--- src/rtl/fixed_point_addsub_pipe_pkg.sv ---
// Shared types and saturation limits for the fixed-point add/sub datapath.
`ifndef FIXED_W
`define FIXED_W 16
`endif

package fixed_point;

  typedef enum logic [1:0] {
    ADD  = 2'd0,
    SUB  = 2'd1,
    ACC  = 2'd2,
    LOAD = 2'd3
  } addsub_op_t;

  // Largest positive two's-complement value that fits in w bits (w <= 64).
  function automatic logic [63:0] sat_max(input int w);
    logic [63:0] v;
    v = '0;
    for (int i = 0; i < w - 1; i++) v[i] = 1'b1;
    return v;
  endfunction

  // Most negative two's-complement value that fits in w bits (w <= 64).
  function automatic logic [63:0] sat_min(input int w);
    logic [63:0] v;
    v = '0;
    v[w-1] = 1'b1;
    return v;
  endfunction

endpackage

--- src/rtl/fixed_point_sat_add.sv ---
// Combinational WIDTH+1-bit signed add/subtract with wrap or saturate and an overflow flag.
module fixed_point_sat_add
  import fixed_point::*;
#(
  parameter int WIDTH = `FIXED_W
) (
  input  logic [WIDTH-1:0] a_i,
  input  logic [WIDTH-1:0] b_i,
  input  logic             sub_i,
  input  logic             sat_i,
  output logic [WIDTH-1:0] result_o,
  output logic             overflow_o
);

  localparam logic [63:0] MAX64 = sat_max(WIDTH);
  localparam logic [63:0] MIN64 = sat_min(WIDTH);
  localparam logic [WIDTH-1:0] MAX_W = MAX64[WIDTH-1:0];
  localparam logic [WIDTH-1:0] MIN_W = MIN64[WIDTH-1:0];

  logic [WIDTH:0] a_ext;
  logic [WIDTH:0] b_ext;
  logic [WIDTH:0] sum_ext;

  // One extra bit keeps a - min exact; the true sign is then sum_ext[WIDTH].
  always_comb begin
    a_ext      = {a_i[WIDTH-1], a_i};
    b_ext      = {b_i[WIDTH-1], b_i};
    sum_ext    = sub_i ? (a_ext - b_ext) : (a_ext + b_ext);
    overflow_o = sum_ext[WIDTH] != sum_ext[WIDTH-1];
    result_o   = sum_ext[WIDTH-1:0];
    if (overflow_o && sat_i) begin
      result_o = sum_ext[WIDTH] ? MIN_W : MAX_W;
    end
  end

endmodule

--- src/rtl/fixed_point_addsub_pipe.sv ---
// Two-stage valid/ready fixed-point add/sub/accumulate pipe with sticky overflow status.
module fixed_point_addsub_pipe
  import fixed_point::*;
#(
  parameter int WIDTH = `FIXED_W
) (
  input  logic             clk,
  input  logic             rst,
  input  logic             in_valid,
  output logic             in_ready,
  input  logic [WIDTH-1:0] in_op1,
  input  logic [WIDTH-1:0] in_op2,
  input  addsub_op_t       in_op,
  input  logic             in_sat,
  output logic             out_valid,
  input  logic             out_ready,
  output logic [WIDTH-1:0] out_result,
  output logic             out_overflow,
  output logic [WIDTH-1:0] acc_value,
  output logic             ovf_sticky,
  input  logic             sticky_clr
);

  // Handshake: a transfer happens on a rising edge where valid && ready are both 1.
  // A producer holds its payload stable while valid is 1 and ready is 0.

  logic             s1_valid_q, s1_valid_d;
  logic [WIDTH-1:0] s1_op1_q, s1_op2_q;
  addsub_op_t       s1_op_q;
  logic             s1_sat_q;

  logic             s2_valid_q, s2_valid_d;
  logic [WIDTH-1:0] s2_result_q, s2_result_d;
  logic             s2_ovf_q, s2_ovf_d;

  logic [WIDTH-1:0] acc_q, acc_d;
  logic             sticky_q, sticky_d;

  logic             s2_adv, s1_adv, accept;
  logic [WIDTH-1:0] alu_a, alu_b, alu_res;
  logic             alu_ovf;

  assign s2_adv   = !s2_valid_q || out_ready;
  assign s1_adv   = s1_valid_q && s2_adv;
  assign in_ready = !s1_valid_q || s2_adv;
  assign accept   = in_valid && in_ready;

  // ACC reads acc as the first addend; op1 becomes the second.
  always_comb begin
    alu_a = s1_op1_q;
    alu_b = s1_op2_q;
    if (s1_op_q == ACC) begin
      alu_a = acc_q;
      alu_b = s1_op1_q;
    end
  end

  fixed_point_sat_add #(.WIDTH(WIDTH)) u_sat_add (
    .a_i        (alu_a),
    .b_i        (alu_b),
    .sub_i      (s1_op_q == SUB),
    .sat_i      (s1_sat_q),
    .result_o   (alu_res),
    .overflow_o (alu_ovf)
  );

  always_comb begin
    s1_valid_d  = s1_valid_q;
    s2_valid_d  = s2_valid_q;
    s2_result_d = s2_result_q;
    s2_ovf_d    = s2_ovf_q;
    acc_d       = acc_q;
    sticky_d    = sticky_q;

    if (accept) s1_valid_d = 1'b1;
    else if (s1_adv) s1_valid_d = 1'b0;

    if (s1_adv) begin
      s2_valid_d = 1'b1;
      if (s1_op_q == LOAD) begin
        s2_result_d = s1_op1_q;
        s2_ovf_d    = 1'b0;
      end else begin
        s2_result_d = alu_res;
        s2_ovf_d    = alu_ovf;
      end
      if (s1_op_q == ACC || s1_op_q == LOAD) acc_d = s2_result_d;
      if (s2_ovf_d) sticky_d = 1'b1;
    end else if (s2_adv) begin
      s2_valid_d = 1'b0;
    end

    if (sticky_clr) sticky_d = 1'b0;
  end

  always_ff @(posedge clk) begin
    if (rst) begin
      s1_valid_q  <= 1'b0;
      s1_op1_q    <= '0;
      s1_op2_q    <= '0;
      s1_op_q     <= ADD;
      s1_sat_q    <= 1'b0;
      s2_valid_q  <= 1'b0;
      s2_result_q <= '0;
      s2_ovf_q    <= 1'b0;
      acc_q       <= '0;
      sticky_q    <= 1'b0;
    end else begin
      s1_valid_q  <= s1_valid_d;
      s2_valid_q  <= s2_valid_d;
      s2_result_q <= s2_result_d;
      s2_ovf_q    <= s2_ovf_d;
      acc_q       <= acc_d;
      sticky_q    <= sticky_d;
      if (accept) begin
        s1_op1_q <= in_op1;
        s1_op2_q <= in_op2;
        s1_op_q  <= in_op;
        s1_sat_q <= in_sat;
      end
    end
  end

  assign out_valid    = s2_valid_q;
  assign out_result   = s2_result_q;
  assign out_overflow = s2_ovf_q;
  assign acc_value    = acc_q;
  assign ovf_sticky   = sticky_q;

endmodule
--- config.mk ---
export PLATFORM = sky130hd
export DESIGN_NAME = fixed_point_addsub_pipe
export DESIGN_NICKNAME = d
export VERILOG_FILES = /design/src/rtl/fixed_point_addsub_pipe_pkg.sv /design/src/rtl/fixed_point_sat_add.sv /design/src/rtl/fixed_point_addsub_pipe.sv
export SDC_FILE = /design/constraint.sdc
export NUM_CORES = 1
export LEC_CHECK = 0
export ABC_AREA = 1
export CAP_MARGIN = 20
export CORE_ASPECT_RATIO = 2
export CORE_UTILIZATION = 49
export DETAILED_ROUTE_END_ITERATION = 7
export PLACE_DENSITY = 0.75
export SYNTH_ARGS = -nofsm -noshare
export SYNTH_HDL_FRONTEND = slang
export SYNTH_SLANG_ARGS = --single-unit
export TNS_END_PERCENT = 30
--- constraint.sdc ---
create_clock -name clk -period 8.87 [get_ports clk]
set_input_delay 0.887 -clock clk [delete_from_list [all_inputs] [get_ports clk]]
set_output_delay 0.887 -clock clk [all_outputs]
set_load 0.01 [all_outputs]
==> results of run 1 <==
[per-stage QoR]
stage	power, W	instance area (µm²)	hold slack [ns]
after floorplan	0.000647	4270	0.430
after global placement	0.000764	5020	0.434
after detailed placement	0.000769	5020	0.440
after CTS	0.00113	5320	0.445
after global routing	0.00119	5320	0.476
final	0.00113	5320	0.445
[synth_stat cells]
master and n:
inv_2 3, clkbuf_1 23, nand3b_1 1, xor2_1 15, clkinv_1 2, inv_1 53
buf_6 4, dfxtp_1 71, or2_2 2, o31ai_1 1, o211ai_1 3, o21ai_1 3
a21o_1 1, nand2_2 30, o21bai_1 3, nor2_2 1, a21oi_1 74, nand3_1 30
o21ai_0 89, nand3_2 3, nand4_1 3, nor2_1 32, nand2_1 133, a21boi_0 2
buf_4 2, nor3_1 4, a31oi_1 2, nand2_4 1, nor2_4 3, ha_1 17
xnor2_1 12, fa_1 1
[cells by family after synthesis]
| logic type | Yosys count |
|---|---|
| compound gates | 178 |
| flops | 71 |
| buf+inv | 87 |
| simple gates | 243 |
| xor+xnor | 27 |
| fa+ha+maj | 18 |
[area by class of cell]
class | count | share of cell area (%)
clock buffer | 10 | 4.50
clock inverter | 5 | 1.08
multi-input combinational | 466 | 46.7
tap | 98 | 2.31
timing repair buffer | 78 | 14.5
sequential | 71 | 26.7
inverter | 58 | 4.10
[power by group through the flow]
stage	clock [W]	sequential, W	combinational [W]
global placement	0	0.000362	0.000402
CTS	0.000367	0.000356	0.000408
floorplan	0	0.000364	0.000283
global route	0.000377	0.000358	0.000456
detailed placement	0	0.000363	0.000407
finish	0.000363	0.000356	0.000411
[routing by layer]
layer	vias up	share of wire, %	track usage, %
met2	117	53	50.6
met4	0	8.7	24.0
met1	1868	35	27.6
met3	56	3.1	6.21
li1	2169	-	-
met5	-	0	0
[worst max-delay path: stages (launching register included)]
cell,delay [ns]
dfxtp_1,0.65
inv_2,0.12
nor2_4,0.55
nand2_1,0.13
o21ai_0,0.18
ha_1,0.23
nand3_1,0.08
nor2_1,0.19
nand3_1,0.14
nand2_2,0.13
o21ai_0,0.14
xor2_1,0.20
ha_1,0.35
nand2_1,0.09
nand2_1,0.07
a21oi_1,0.12
o21bai_1,0.09
nor2_1,0.15
nand3b_1,0.08
nand2_1,0.19
inv_1,0.09
nand3_1,0.12
nand3_2,0.28
nand2_1,0.18
nand2_1,0.07
nand2_1,0.11
a21oi_1,0.07
[worst max-delay path by stage]
stage / start / to / slack (ns) / cells after the start
6_report: s1_op_q[1] / out_result[14] / 3.90 / 26
5_1_grt: s1_op_q[1] / out_result[1] / 3.23 / 27
4_1_cts: s1_op_q[1] / out_result[14] / 3.94 / 26
3_5_place_dp: s1_op_q[1] / out_result[14] / 4.00 / 26
3_3_place_gp: s1_op_q[1] / out_result[14] / 4.12 / 26
2_1_floorplan: s1_op_q[1] / out_result[11] / 5.28 / 28
[state kept, by name (all words and copies together), names as in the netlist]
register	count
acc_value	16
out_result	16
s1_op1_q	16
s1_op2_q	16
s1_op_q	2
out_overflow	1
out_valid	1
ovf_sticky	1
s1_sat_q	1
s1_valid_q	1
[layout by cell type (no fill, tap or decap), types with 2 or more instances in the layout]
cell type | synthesis | final
inv_2 | 3 | 3
ha_1 | 17 | 17
nand2_1 | 133 | 133
o21bai_1 | 3 | 3
a21boi_0 | 2 | 2
clkdlybuf4s50_1 | 0 | 75
buf_4 | 2 | 3
nand2_2 | 30 | 30
clkbuf_16 | 0 | 9
nor2_1 | 32 | 32
nor3_1 | 4 | 4
nand3_1 | 30 | 30
or2_2 | 2 | 2
a31oi_1 | 2 | 2
nand3_2 | 3 | 3
dfxtp_1 | 71 | 71
clkinv_2 | 0 | 2
o21ai_1 | 3 | 3
inv_1 | 53 | 53
nand4_1 | 3 | 3
o211ai_1 | 3 | 3
xor2_1 | 15 | 15
o21ai_0 | 89 | 89
xnor2_1 | 12 | 12
nor2_4 | 3 | 3
a21oi_1 | 74 | 74
clkinv_1 | 2 | 2
==> qor.yml, run 1 <==
ys_ff_latch: 71
h-tree-depth: 3
power_density_nw_per_um2: 213
cts_buffers: 9
cp-start-kind: "flop"
place_ws_ns: 4.00
syn_avg_cell_area_um2: 6.84
drive_gt1_share_pct: 8.87
ys_types: 32
multi_input_area_um2: 2480
gp_congestion: 1.06
antennaDiodeCount: 0
synthesis.area_um2: 4270
cp_data_required_time_ns: 9.06
end_kind: "flop"
cap_violations: 0
fin_tns_setup_ns: 0
io_pins: 76
cts_tree: "done"
rr_worst_depth: 26
worstSetupPathType: "reg -> reg"
min-delay-start: "ovf_sticky"
rsz0062_at_grt: "false"
worst_slack_ns: 3.90
critPathArrivalTime_ns: 5.17
p_int_w: 0.000720
hpwl_um: 9900
yosysWarnings: 0
grt_antenna_before_repair: 0
port_buffers: 75
netlist_instances: 624
rows: 47
synthXorXnorAreaFrac_pct: 5.54
regArea_um2: 1420
pwr-share-seq_pct: 31.5
worst_pin_slew_ns: 0.912
final_util_pct: 63.7
min_period_over_period_pct: 56.1
dieArea_um2: 9110
grt.total_usage_pct: 29.2
fin_nets: 742
placedCellCount: 771
whs_endpoint: "ovf_sticky"
fin_skew_ns: 0.00539
yosys.area_share.simple_pct: 25.7
grt_start_max_net_pins: 68
finalMaxSlewViolations: 0
cts_buffer_depth: 2
setup-violations-final: 0
die-height_um: 134
holdPathStages: 2
start_util_pct: 51.1
grt_pass1_wl_um: 19300
power_frac_comb_pct: 36.3
max_freq_mhz: 201
fin_crit_ns: 4.97
via_per_inst: 5.36
hold_viol: 0
fp.dieW_um: 68.0
ir_drop_uv: 119
cts_setup_buffers: 0
seq_area_frac_synth_pct: 33.3
clkLatencyLatePin_ns: 0.34
drc_errors: 0
swShare_pct: 36.3
hp-class: "reg -> reg"
vias: 4210
muxShareOfSynthArea_pct: 0
cts_hold_buf: 0
rrSetupSlack_ns: 3.90
slew_headroom_pct: 39.1
firstDrtPassIters: 5
drt_iter0_markers: 244
path_clk_slew_ns: 0.06
cts_resized: 0
synth_top_family_by_area: "simple AND/OR/NAND/NOR gates"
p_switching_w: 0.000410
fillers: 782
totalWireLength_um: 12500
synth_top_area_cell: "dfxtp_1"
root_buffer: "clkbuf_16"
cts_sinks: 71
crit_path_max_fanout: 36
final_cells: 786
syn-num-nets: 682
status: "completed"
synth_compound_area_share_pct: 21.5
timing.rr.start: "s1_op_q[1]"
synthAdderAreaFrac_pct: 5.45
power_leakage_nw: 2.38
grt_overflow_total: 0
grt_pass1_vias: 4033
area_growth_syn_to_layout_pct: 24.5
synth_area_leaders: "dfxtp_1 (33%), nand2_1 (12%), o21ai_0 (10%)"
yosys.area.top_type_share_pct: 33.3
core-area_um2: 8350
postRouteAntennaNets: 0
power_frac_clock_pct: 32.2
r2r-end: "out_result[14]"
wire_per_inst_um: 15.9
Power figures use the tool's default switching activity.
==> run 2: changes to the inputs <==
--- a/config.mk
+++ b/config.mk
@@ -8,9 +8,9 @@
 export ABC_AREA = 1
 export CAP_MARGIN = 20
 export CORE_ASPECT_RATIO = 2
-export CORE_UTILIZATION = 49
+export CORE_UTILIZATION = 48
 export DETAILED_ROUTE_END_ITERATION = 7
-export PLACE_DENSITY = 0.75
+export PLACE_DENSITY = 0.77
 export SYNTH_ARGS = -nofsm -noshare
 export SYNTH_HDL_FRONTEND = slang
 export SYNTH_SLANG_ARGS = --single-unit
==> constraint.sdc (replaced) <==
create_clock -name clk -period 4.4 [get_ports clk]
set_input_delay 0.44 -clock clk [delete_from_list [all_inputs] [get_ports clk]]
set_output_delay 0.44 -clock clk [all_outputs]
set_load 0.01 [all_outputs]
==> run 2 against run 1 <==
  * Wire length decreased by 3.1%
  * Sequential cell count unchanged
  * Hold slack improved by 0.0068 ns
  * Critical path type unchanged
  * Highest routed layer unchanged
==> qor.yml, run 2 (same netlist as run 1, synthesis figures left out) <==
status: "completed"
slew_headroom_pct: 42.3  # +3.2 points
die-height_um: 135  # +1.0%
min-delay-start: "s1_op2_q[12]"
cts_sinks: 71  # unchanged
cts_buffer_depth: 2  # unchanged
worst_pin_slew_ns: 0.865  # -0.0472 ns
multi_input_area_um2: 2510  # +0.86%
totalWireLength_um: 12100  # -3.1%
setup-violations-final: 0  # unchanged
fin_crit_ns: 4.08  # -0.895 ns
clkLatencyLatePin_ns: 0.34  # about the same
path_clk_slew_ns: 0.06  # about the same
drc_errors: 0  # unchanged
dieArea_um2: 9300  # +2.0%
hp-class: "reg -> reg"
fin_skew_ns: 0.00421  # -0.00119 ns
place_ws_ns: 0.235  # -3.77 ns
grt.busiest_layer: "met2"
fillers: 842  # +7.7%
met2_usage_pct: 47.9  # -2.7 points
max_freq_mhz: 245  # +22%
cts_buffers: 9  # unchanged
setup.worst_path.start: "s1_op_q[0]"
rr_worst_depth: 26  # unchanged
hpwl_um: 9440  # -4.6%
root_buffer: "clkbuf_16"
rows: 48  # +2.1%
grt_start_max_net_pins: 45  # -34%
finalMaxSlewViolations: 0  # unchanged
rrSetupSlack_ns: 0.32  # -3.57 ns
hold_viol: 0  # unchanged
path_common_cell: "nand2_1"
crit_slowest_cell: "ha_1"
h-tree-depth: 3  # unchanged
regArea_um2: 1420  # unchanged
port_buffers: 75  # unchanged
drive_gt1_share_pct: 10.2  # +1.3 points
cp_data_required_time_ns: 4.60  # -4.46 ns
worstSetupPathType: "reg -> reg"
grt.total_usage_pct: 28.1  # -1.1 points
postRouteAntennaNets: 0  # unchanged
timing.rr.start: "s1_op_q[0]"
grt_pass1_wl_um: 18900  # -2.2%
r2r-end: "out_result[13]"
power_density_nw_per_um2: 410  # +93%
core-area_um2: 8650  # +3.6%
worst_slack_ns: 0.323  # -3.57 ns
mostFrequentLayoutCells: "nand2_1 (133), o21ai_0 (88), clkdlybuf4s50_1 (75), a21oi_1 (73), dfxtp_1 (71)"
wire_per_inst_um: 15.3  # -4.2%
power_leakage_nw: 2.41  # +1.3%
cts_resized: 0  # unchanged
end_kind: "flop"
drt_iter0_markers: 227  # -7.0%
fin_nets: 749  # +0.94%
placedCellCount: 780  # +1.2%
antennaDiodeCount: 0  # unchanged
grt_pass1_vias: 4057  # +0.60%
grt_antenna_before_repair: 0  # unchanged
cts_hold_buf: 0  # unchanged
fin_tns_setup_ns: 0  # unchanged
min_period_over_period_pct: 92.7  # +37 points
final_common_cell: "nand2_1"
firstDrtPassIters: 4  # -1
area_growth_syn_to_layout_pct: 25.8
via_per_inst: 5.46  # +1.9%
fp.dieW_um: 68.7  # +1.0%
cp-start-kind: "flop"
cap_violations: 0  # unchanged
crit_path_end: "out_result[13]"
vias: 4341  # +3.1%
critPathArrivalTime_ns: 4.28  # -0.89 ns
final_cells: 795  # +1.1%
start_util_pct: 49.4  # -1.8 points
use_met1_pct: 27.0  # -0.58 points
fin_total_pwr_w: 0.00220  # +95%
cts_setup_buffers: 0  # unchanged
gp_congestion: 0.957  # -9.4%
grtUsageMet3_pct: 6.73  # +0.53 points
ir_drop_uv: 283  # +140%
io_pins: 76  # unchanged
grt_overflow_total: 0  # unchanged
crit_path_max_fanout: 15  # -58%
slowest_delay_ns: 0.38  # -0.27 ns
cts_tree: "done"
## run 2: how the worst min path moves through the flow
stage	to	slack [ns]	cells past startpoint
global route	s1_op2_q[12]	0.47	2
global placement	ovf_sticky	0.44	2
floorplan	s1_op2_q[10]	0.43	2
detailed placement	ovf_sticky	0.44	2
finish	s1_op2_q[12]	0.45	2
CTS	s1_op2_q[10]	0.45	2
## run 2: cell type report
cell class / count / share of cell area, %
multi-input cells: 466 / 46.7
flip-flops and latches: 71 / 26.5
repair buffers: 85 / 15.6
clock buffers: 9 / 4.19
inverters: 58 / 4.05
well taps: 100 / 2.33
clock inverters: 6 / 0.699
## run 2: metal layers
metal,routed length [µm],vias to the layer above
met5,0,-
met4,932,0
met3,666,46
met2,6280,141
met1,4250,1966
li1,-,2188
## run 2: report_power, final
part,internal (W),total (W),switching [W]
registers,0.000691,0.000718,0.0000273
logic,0.000323,0.000827,0.000503
clock network,0.000376,0.000656,0.000279
## run 2: stage by stage
stage / cell area (µm²) / hold slack, ns / util [%]
after global routing: 5370 / 0.465 / 62.1
after floorplan: 4270 / 0.430 / -
after CTS: 5350 / 0.454 / 61.9
final: 5370 / 0.452 / 62.1
after global placement: 5090 / 0.435 / 58.8
after detailed placement: 5090 / 0.443 / 58.8
## run 2: worst max-delay path, delay by kind of cell, from the launching register on
kind,cells,cell delay (ns)
xor gates and xnor gates,1,0.15
buffers and inverters,2,0.39
adders and majority gates,1,0.38
AOI/OAI and AO/OA,2,0.18
and+or+nand+nor,20,2.48
DFF,1,0.35
